===== src/rtl/block_mover_pkg.sv =====
// Shared constants and types for the block_mover animation slice.
package block_mover_pkg;

   localparam logic [3:0] CMD_BLACK    = 4'hF;
   localparam int         BLOCK_SIZE   = 4;
   localparam logic [2:0] COLOUR_BLACK = 3'b000;

   // VGA adapter port widths at 160x120.
   localparam int X_W = 8;
   localparam int Y_W = 7;
   localparam int C_W = 3;

   typedef enum logic [1:0] {
      ST_IDLE,
      ST_ERASE,
      ST_MOVE,
      ST_DRAW
   } state_t;

endpackage : block_mover_pkg


===== src/rtl/block_mover_if.sv =====
// VGA adapter pixel-write port: one pixel per clock when plot is high.
interface block_mover_if;
   import block_mover_pkg::*;

   logic [X_W-1:0] x;
   logic [Y_W-1:0] y;
   logic [C_W-1:0] colour;
   logic           plot;

   modport master (output x, y, colour, plot);
   modport slave  (input  x, y, colour, plot);

endinterface : block_mover_if


===== src/rtl/block_mover_pixel_sweep.sv =====
// 4x4 raster sweep counter: dx runs fastest, done flags the last pixel.
module pixel_sweep
   import block_mover_pkg::*;
(
   input  logic       CLK,
   input  logic       reset,
   input  logic       start,
   input  logic       active,
   output logic [1:0] dx,
   output logic [1:0] dy,
   output logic       done
);

   localparam logic [3:0] LAST_PIXEL = 4'(BLOCK_SIZE * BLOCK_SIZE - 1);

   logic [3:0] cnt;

   // Counter clears on start and advances one pixel per active cycle.
   always_ff @(posedge CLK) begin
      // NOTE: non-blocking (<=) so every flop samples pre-edge values; blocking here would create order-dependent races.
      if (!reset)
         cnt <= '0;
      else if (start)
         cnt <= '0;
      else if (active)
         cnt <= cnt + 4'd1;
   end

   assign dx   = cnt[1:0];
   assign dy   = cnt[3:2];
   assign done = active && (cnt == LAST_PIXEL);

endmodule : pixel_sweep


===== src/rtl/block_mover.sv =====
// Per-frame erase / step-left / redraw of a 4x4 block on the VGA pixel port.
module block_mover
   import block_mover_pkg::*;
#(
   parameter int unsigned X_START = 156,
   parameter int unsigned X_END   = 0,
   parameter int unsigned STEP    = 1,
   parameter int unsigned Y_ROW   = 60,
   parameter logic [2:0]  COLOUR  = 3'b100
)(
   input  logic           CLK,
   input  logic           reset,
   input  logic [3:0]     command,
   input  logic           enable,
   block_mover_if.master  vga,
   output logic           busy
);

   localparam logic [X_W-1:0] X_START_V  = X_W'(X_START);
   localparam logic [X_W-1:0] STEP_V     = X_W'(STEP);
   localparam logic [Y_W-1:0] Y_ROW_V    = Y_W'(Y_ROW);
   // x_pos - STEP is negative or below X_END exactly when x_pos < STEP + X_END.
   localparam logic [X_W:0]   WRAP_BELOW = (X_W+1)'(STEP + X_END);

   state_t         state;
   state_t         state_nx;
   logic [3:0]     prev_cmd;
   logic           frame_start;
   logic [X_W-1:0] x_pos;
   logic           sweep_start;
   logic           sweep_active;
   logic           sweep_done;
   logic [1:0]     dx;
   logic [1:0]     dy;

   // Remember last command so a frame fires only on the entry into Black.
   always_ff @(posedge CLK) begin
      if (!reset)
         prev_cmd <= 4'h0;
      else
         prev_cmd <= command;
   end

   assign frame_start = (command == CMD_BLACK) && (prev_cmd != CMD_BLACK) && enable;

   // State register.
   always_ff @(posedge CLK) begin
      if (!reset)
         state <= ST_IDLE;
      else
         state <= state_nx;
   end

   // Next-state logic; a trigger outside IDLE is simply dropped.
   always_comb begin
      // NOTE: default first so every path assigns state_nx and no latch is inferred.
      state_nx = state;
      unique case (state)
         ST_IDLE:  if (frame_start) state_nx = ST_ERASE;
         ST_ERASE: if (sweep_done)  state_nx = ST_MOVE;
         ST_MOVE:                   state_nx = ST_DRAW;
         ST_DRAW:  if (sweep_done)  state_nx = ST_IDLE;
         default:                   state_nx = ST_IDLE;
      endcase
   end

   assign sweep_start  = ((state == ST_IDLE) && frame_start) || (state == ST_MOVE);
   assign sweep_active = (state == ST_ERASE) || (state == ST_DRAW);

   pixel_sweep u_sweep (
      .CLK    (CLK),
      .reset  (reset),
      .start  (sweep_start),
      .active (sweep_active),
      .dx     (dx),
      .dy     (dy),
      .done   (sweep_done)
   );

   // Step the block left once per frame, wrapping back to X_START at the edge.
   always_ff @(posedge CLK) begin
      if (!reset)
         x_pos <= X_START_V;
      else if (state == ST_MOVE) begin
         if ({1'b0, x_pos} < WRAP_BELOW)
            x_pos <= X_START_V;
         else
            x_pos <= x_pos - STEP_V;
      end
   end

   // Output decode straight from state, sweep position and x_pos.
   always_comb begin
      vga.plot   = 1'b0;
      vga.colour = COLOUR_BLACK;
      vga.x      = x_pos;
      vga.y      = Y_ROW_V;
      unique case (state)
         ST_ERASE: begin
            vga.plot   = 1'b1;
            vga.colour = COLOUR_BLACK;
            vga.x      = x_pos + {6'b0, dx};
            vga.y      = Y_ROW_V + {5'b0, dy};
         end
         ST_DRAW: begin
            vga.plot   = 1'b1;
            vga.colour = COLOUR;
            vga.x      = x_pos + {6'b0, dx};
            vga.y      = Y_ROW_V + {5'b0, dy};
         end
         default: ;
      endcase
   end

   assign busy = (state != ST_IDLE);

endmodule : block_mover


===== src/flat_wrapper.sv =====
// flat-port wrapper written by rule: the top's interface ports become plain ports
module block_mover_flat import block_mover_pkg::*;
#(
   parameter int unsigned X_START = 156,
   parameter int unsigned X_END   = 0,
   parameter int unsigned STEP    = 1,
   parameter int unsigned Y_ROW   = 60,
   parameter logic [2:0]  COLOUR  = 3'b100
)
  (CLK, reset, command, enable, busy, vga_x, vga_y, vga_colour, vga_plot);
  block_mover_if vga_i ();
  input  logic CLK;
  input  logic reset;
  input  logic [3:0] command;
  input  logic enable;
  output logic busy;
  output wire logic [$bits(vga_i.x)-1:0] vga_x;
  output wire logic [$bits(vga_i.y)-1:0] vga_y;
  output wire logic [$bits(vga_i.colour)-1:0] vga_colour;
  output wire logic [$bits(vga_i.plot)-1:0] vga_plot;
  assign vga_x = vga_i.x;
  assign vga_y = vga_i.y;
  assign vga_colour = vga_i.colour;
  assign vga_plot = vga_i.plot;
  block_mover #(.X_START(X_START), .X_END(X_END), .STEP(STEP), .Y_ROW(Y_ROW), .COLOUR(COLOUR)) u_core (.CLK(CLK), .reset(reset), .command(command), .enable(enable), .vga(vga_i), .busy(busy));
endmodule

===== config.mk =====
export PLATFORM = sky130hd
export DESIGN_NAME = block_mover_flat
export DESIGN_NICKNAME = d
export VERILOG_FILES = /design/src/rtl/block_mover_pkg.sv /design/src/rtl/block_mover_if.sv /design/src/rtl/block_mover_pixel_sweep.sv /design/src/rtl/block_mover.sv /design/src/flat_wrapper.sv
export SDC_FILE = /design/constraint.sdc
export NUM_CORES = 1
export LEC_CHECK = 0
export CAP_MARGIN = 15
export CORE_ASPECT_RATIO = 1.75
export CORE_MARGIN = 3
export CORE_UTILIZATION = 49
export CTS_CLUSTER_SIZE = 28
export DETAILED_ROUTE_END_ITERATION = 10
export GPL_TIMING_DRIVEN = 0
export PLACE_DENSITY = 0.8
export SLEW_MARGIN = 20
export SYNTH_ARGS = -nofsm -noshare
export SYNTH_HDL_FRONTEND = slang
export SYNTH_SLANG_ARGS = --single-unit
export TNS_END_PERCENT = 5

===== constraint.sdc =====
create_clock -name CLK -period 2.75 [get_ports CLK]
set_input_delay 0.825 -clock CLK [delete_from_list [all_inputs] [get_ports CLK]]
set_output_delay 0.825 -clock CLK [all_outputs]
set_load 0.02 [all_outputs]

==> metrics.log <==
INFO  metric status = finished clean
INFO  metric drv_cap = 0
INFO  metric dieHeight = 70.7 um
INFO  metric unrepaired_setup_endpoints_after_global_routing = true
INFO  metric post_route_cells_drive_above_1_share = 24.8%
INFO  metric fin_tns_setup = 0 ns
INFO  metric cp_capture_point = vga_x[6]
INFO  metric synthesis.yosys.warnings = 0
INFO  metric clock-sinks = 18
INFO  metric wirelength_met1 = roughly 860 um
INFO  metric highest_metal_used = met4
INFO  metric detail_route.wl_per_cell = 11.5 um
INFO  metric hold_violations = 0
INFO  metric full_die_area = 3040 um2
INFO  metric worst_path_dominant_cell_family = adder cells
INFO  metric synthCells = 130
INFO  metric clock-skew-final = between 0.002 and 0.0025 ns
INFO  metric post_synth_edffs = 0
INFO  metric num_antenna_cells = 0
INFO  metric cts_tree = built
INFO  metric regToRegStartpoint = u_core.state[0]
INFO  metric placement.io_buffers = 19
INFO  metric critical-path-max-stage-delay = between 0.3 and 0.4 ns
INFO  metric setup_viol_count_final = 0
INFO  metric met3_length = between 60 and 70 um
INFO  metric synth.top_cells.by_area = dfxtp_1 (31%), ha_1 (9.6%), buf_4 (5.1%)
INFO  metric routed_wl = a little over 2000 um
INFO  metric htreeDepth = 1
INFO  metric worst-setup-path-type = register to primary output
INFO  metric synth-seq-area-share = between 30% and 40%
INFO  metric clock_edge_transition_at_the_registers_on_the_reported_setup_and_hold_paths = 0.10 ns
INFO  metric cts-hold-fix-buffers = 0
INFO  metric cts-buffers-inserted = 3
INFO  metric fillerInstances = 188
INFO  metric core_region_area = between 2000 and 2500 um2
INFO  metric first_global_vias = approximately 860
INFO  metric max_slew_headroom = between 60 and 70%
INFO  metric async_reset_ff_share = 0%
INFO  metric die_x = 43.0 um
INFO  metric met2WireLength = approximately 1100 um
INFO  metric worst_hold_check_path_type = register to register
INFO  metric synth-seq-cells = 18
INFO  metric vdd_ir_drop_max = ~0.34 mV
INFO  metric cellLeakagePower = approximately 0.60 nW
INFO  metric grt_antenna_before_repair = 0
INFO  metric grt_start_max_net_pins = 11
INFO  metric core.rowCount = 22
INFO  metric reg2regPathDepth = 7
INFO  metric critical-path-slowest-cell = dfxtp_4
INFO  metric crit_path_start = u_core.x_pos[0]
INFO  metric syn_to_final_growth = 22.8%
INFO  metric timing.critical_path.fanout_max = 5
INFO  metric cp_num_cells = 7
INFO  metric starting_density_of_the_core = a little over half
INFO  metric synthFlopType = dfxtp_1
INFO  metric drt_iter0_drc = 11
INFO  metric power_density = roughly 520 nW/um2
INFO  metric synth_top_cell_area_share = between 30 and 40%
INFO  metric synth_top_cell_by_area = dfxtp_1
INFO  metric drt_pass1_iterations = 4
INFO  metric req_time_crit_path = roughly 1.9 ns
INFO  metric gp_congestion = between 0.8 and 0.9
INFO  metric grtUsageTotal = around 15%
INFO  metric critical_path.cell_chain = ha_2 > inv_1 > fa_1 > nor2_2 > nand3_1 > xnor2_1 > buf_4
INFO  metric place.detailed.hpwl = about 1700 um
INFO  metric design.final.nets = around 180
INFO  metric wire_length_of_the_first_global_routing_pass = between 3000 and 4000 um
INFO  metric yosys.cell_types.count = 36
INFO  metric critical_path.n_buffers_inverters = 2
INFO  metric timing_worst_slew_pin_value = between 0.5 and 0.6 ns
INFO  metric drt_via_density = about 5
INFO  metric critical_path.endpoint_type = primary output
INFO  metric max_freq = approximately 370 MHz
INFO  metric ios = 27
INFO  metric fin_crit = 2.68 ns
INFO  metric route.detailed.drc = 0
INFO  metric drt_antenna_net_count = 0
INFO  metric grt_overflow_total = 0
INFO  metric regToRegSetupSlack = approximately 1.1 ns
INFO  metric postSynthAreaPerCell = roughly 9.0 um2
INFO  metric final.period_utilization = 97.5%
INFO  metric syn_area = approximately 1200 um2
INFO  metric post_cts_buffers = 0
INFO  metric final-max-slew-violation-count = 0
INFO  metric clockBufferDepth = 2
INFO  metric holdWs = ~0.5 ns
INFO  metric worst_setup_path_start_kind = register
INFO  metric worst_r2r_endpoint = u_core.x_pos[5]
INFO  metric clk_latency = roughly 0.29 ns
INFO  metric vias = 908
INFO  metric clock-root-buffer = clkbuf_4
INFO  metric critPathArrivalTime = between 1.5 and 2 ns
==> what timing repair did <==
action / in CTS / in global routing
pin swaps: 0 / 1
gates resized for setup: 17 / 27
endpoints found under the setup margin: 9 / 9
==> per-stage QoR <==
stage	util, %	total power [W]	area [um2]	setup slack (ns)	std cells
floorplan	-	0.000520	1190	0.247	135
global placement	64.9	0.000609	1410	-0.158	178
detailed placement	64.9	0.000620	1410	-0.203	178
CTS	66.3	0.000747	1440	-0.126	181
global route	66.2	0.000807	1440	-0.0755	181
finish	66.2	0.000752	1440	0.0694	181
==> cell usage after synthesis, types with 3 or more instances <==
| cell type | count |
|---|---|
| dfxtp_1 | 18 |
| nand2_1 | 12 |
| ha_1 | 9 |
| nor2_1 | 9 |
| buf_4 | 8 |
| inv_1 | 7 |
| and2_1 | 6 |
| nand3_1 | 6 |
| xnor2_1 | 6 |
| xor2_1 | 6 |
| a21oi_1 | 4 |
| buf_6 | 3 |
| mux2i_1 | 3 |
| nor2b_1 | 3 |
| o21ai_0 | 3 |
==> sequential cells by signal (all words and copies together), names as in the netlist <==
register            count
u_core.x_pos            8
u_core.prev_cmd         4
u_core.u_sweep.cnt      4
u_core.state            2
==> final cells by class <==
cell class	instances	area, um2	share of cell area, %
Multi-Input combinational cell	98	731	50.7
Sequential cell	18	370	25.7
Timing Repair Buffer	19	163	11.3
Buffer	11	93.8	6.52
Inverter	8	30.0	2.09
Tap cell	24	30.0	2.09
Clock buffer	3	22.5	1.56
==> metal layers <==
| layer | global-route usage [%] | vias up |
|---|---|---|
| li1 | - | 477 |
| met1 | 18.1 | 409 |
| met2 | 24.6 | 16 |
| met3 | 1.78 | 6 |
| met4 | 7.38 | 0 |
| met5 | 0 | - |
==> power by group <==
| part | internal, W | switching [W] |
|---|---|---|
| Combinational | 0.000135 | 0.000172 |
| Clock | 0.0000509 | 0.0000783 |
| Sequential | 0.000290 | 0.0000262 |
==> cells in the final DEF, fill, tap and decap left out, drive strengths merged, types with 4 or more instances in the layout <==
cell	netlist	routed
and3	4	4
xor2	6	6
dfxtp	18	18
clkdlybuf4s50	0	10
xnor2	6	6
clkbuf	0	7
nand3	6	6
and2	6	6
nand2	12	12
conb	2	7
ha	9	9
buf	11	14
inv	8	8
a21oi	4	4
nor2	9	9
o21ai	5	5
==> worst min path at each step <==
stage                         start               to  slack, ns  cells after the start
detailed placement  u_core.state[1]  u_core.state[1]       0.50                      2
global placement    u_core.state[1]  u_core.state[1]       0.48                      2
global route        u_core.state[0]  u_core.state[0]       0.54                      2
floorplan           u_core.state[1]  u_core.state[1]       0.47                      2
finish              u_core.state[0]  u_core.state[0]       0.50                      2
CTS                 u_core.state[1]  u_core.state[1]       0.52                      2
==> kinds of logic after synthesis <==
kind of cell,share of synthesized area (%)
compound gates,7.47
simple gates,27.7
fa+ha+maj,11.3
other cells,0.641
flops,30.7
buf+inv,10.6
mux,2.56
xor+xnor,8.96
==> worst min-delay path, cell delays in order, from the launching register on <==
cell     delay [ns]
dfxtp_2        0.36
nand2_1        0.06
mux2i_1        0.05
Power figures use the tool's default switching activity.
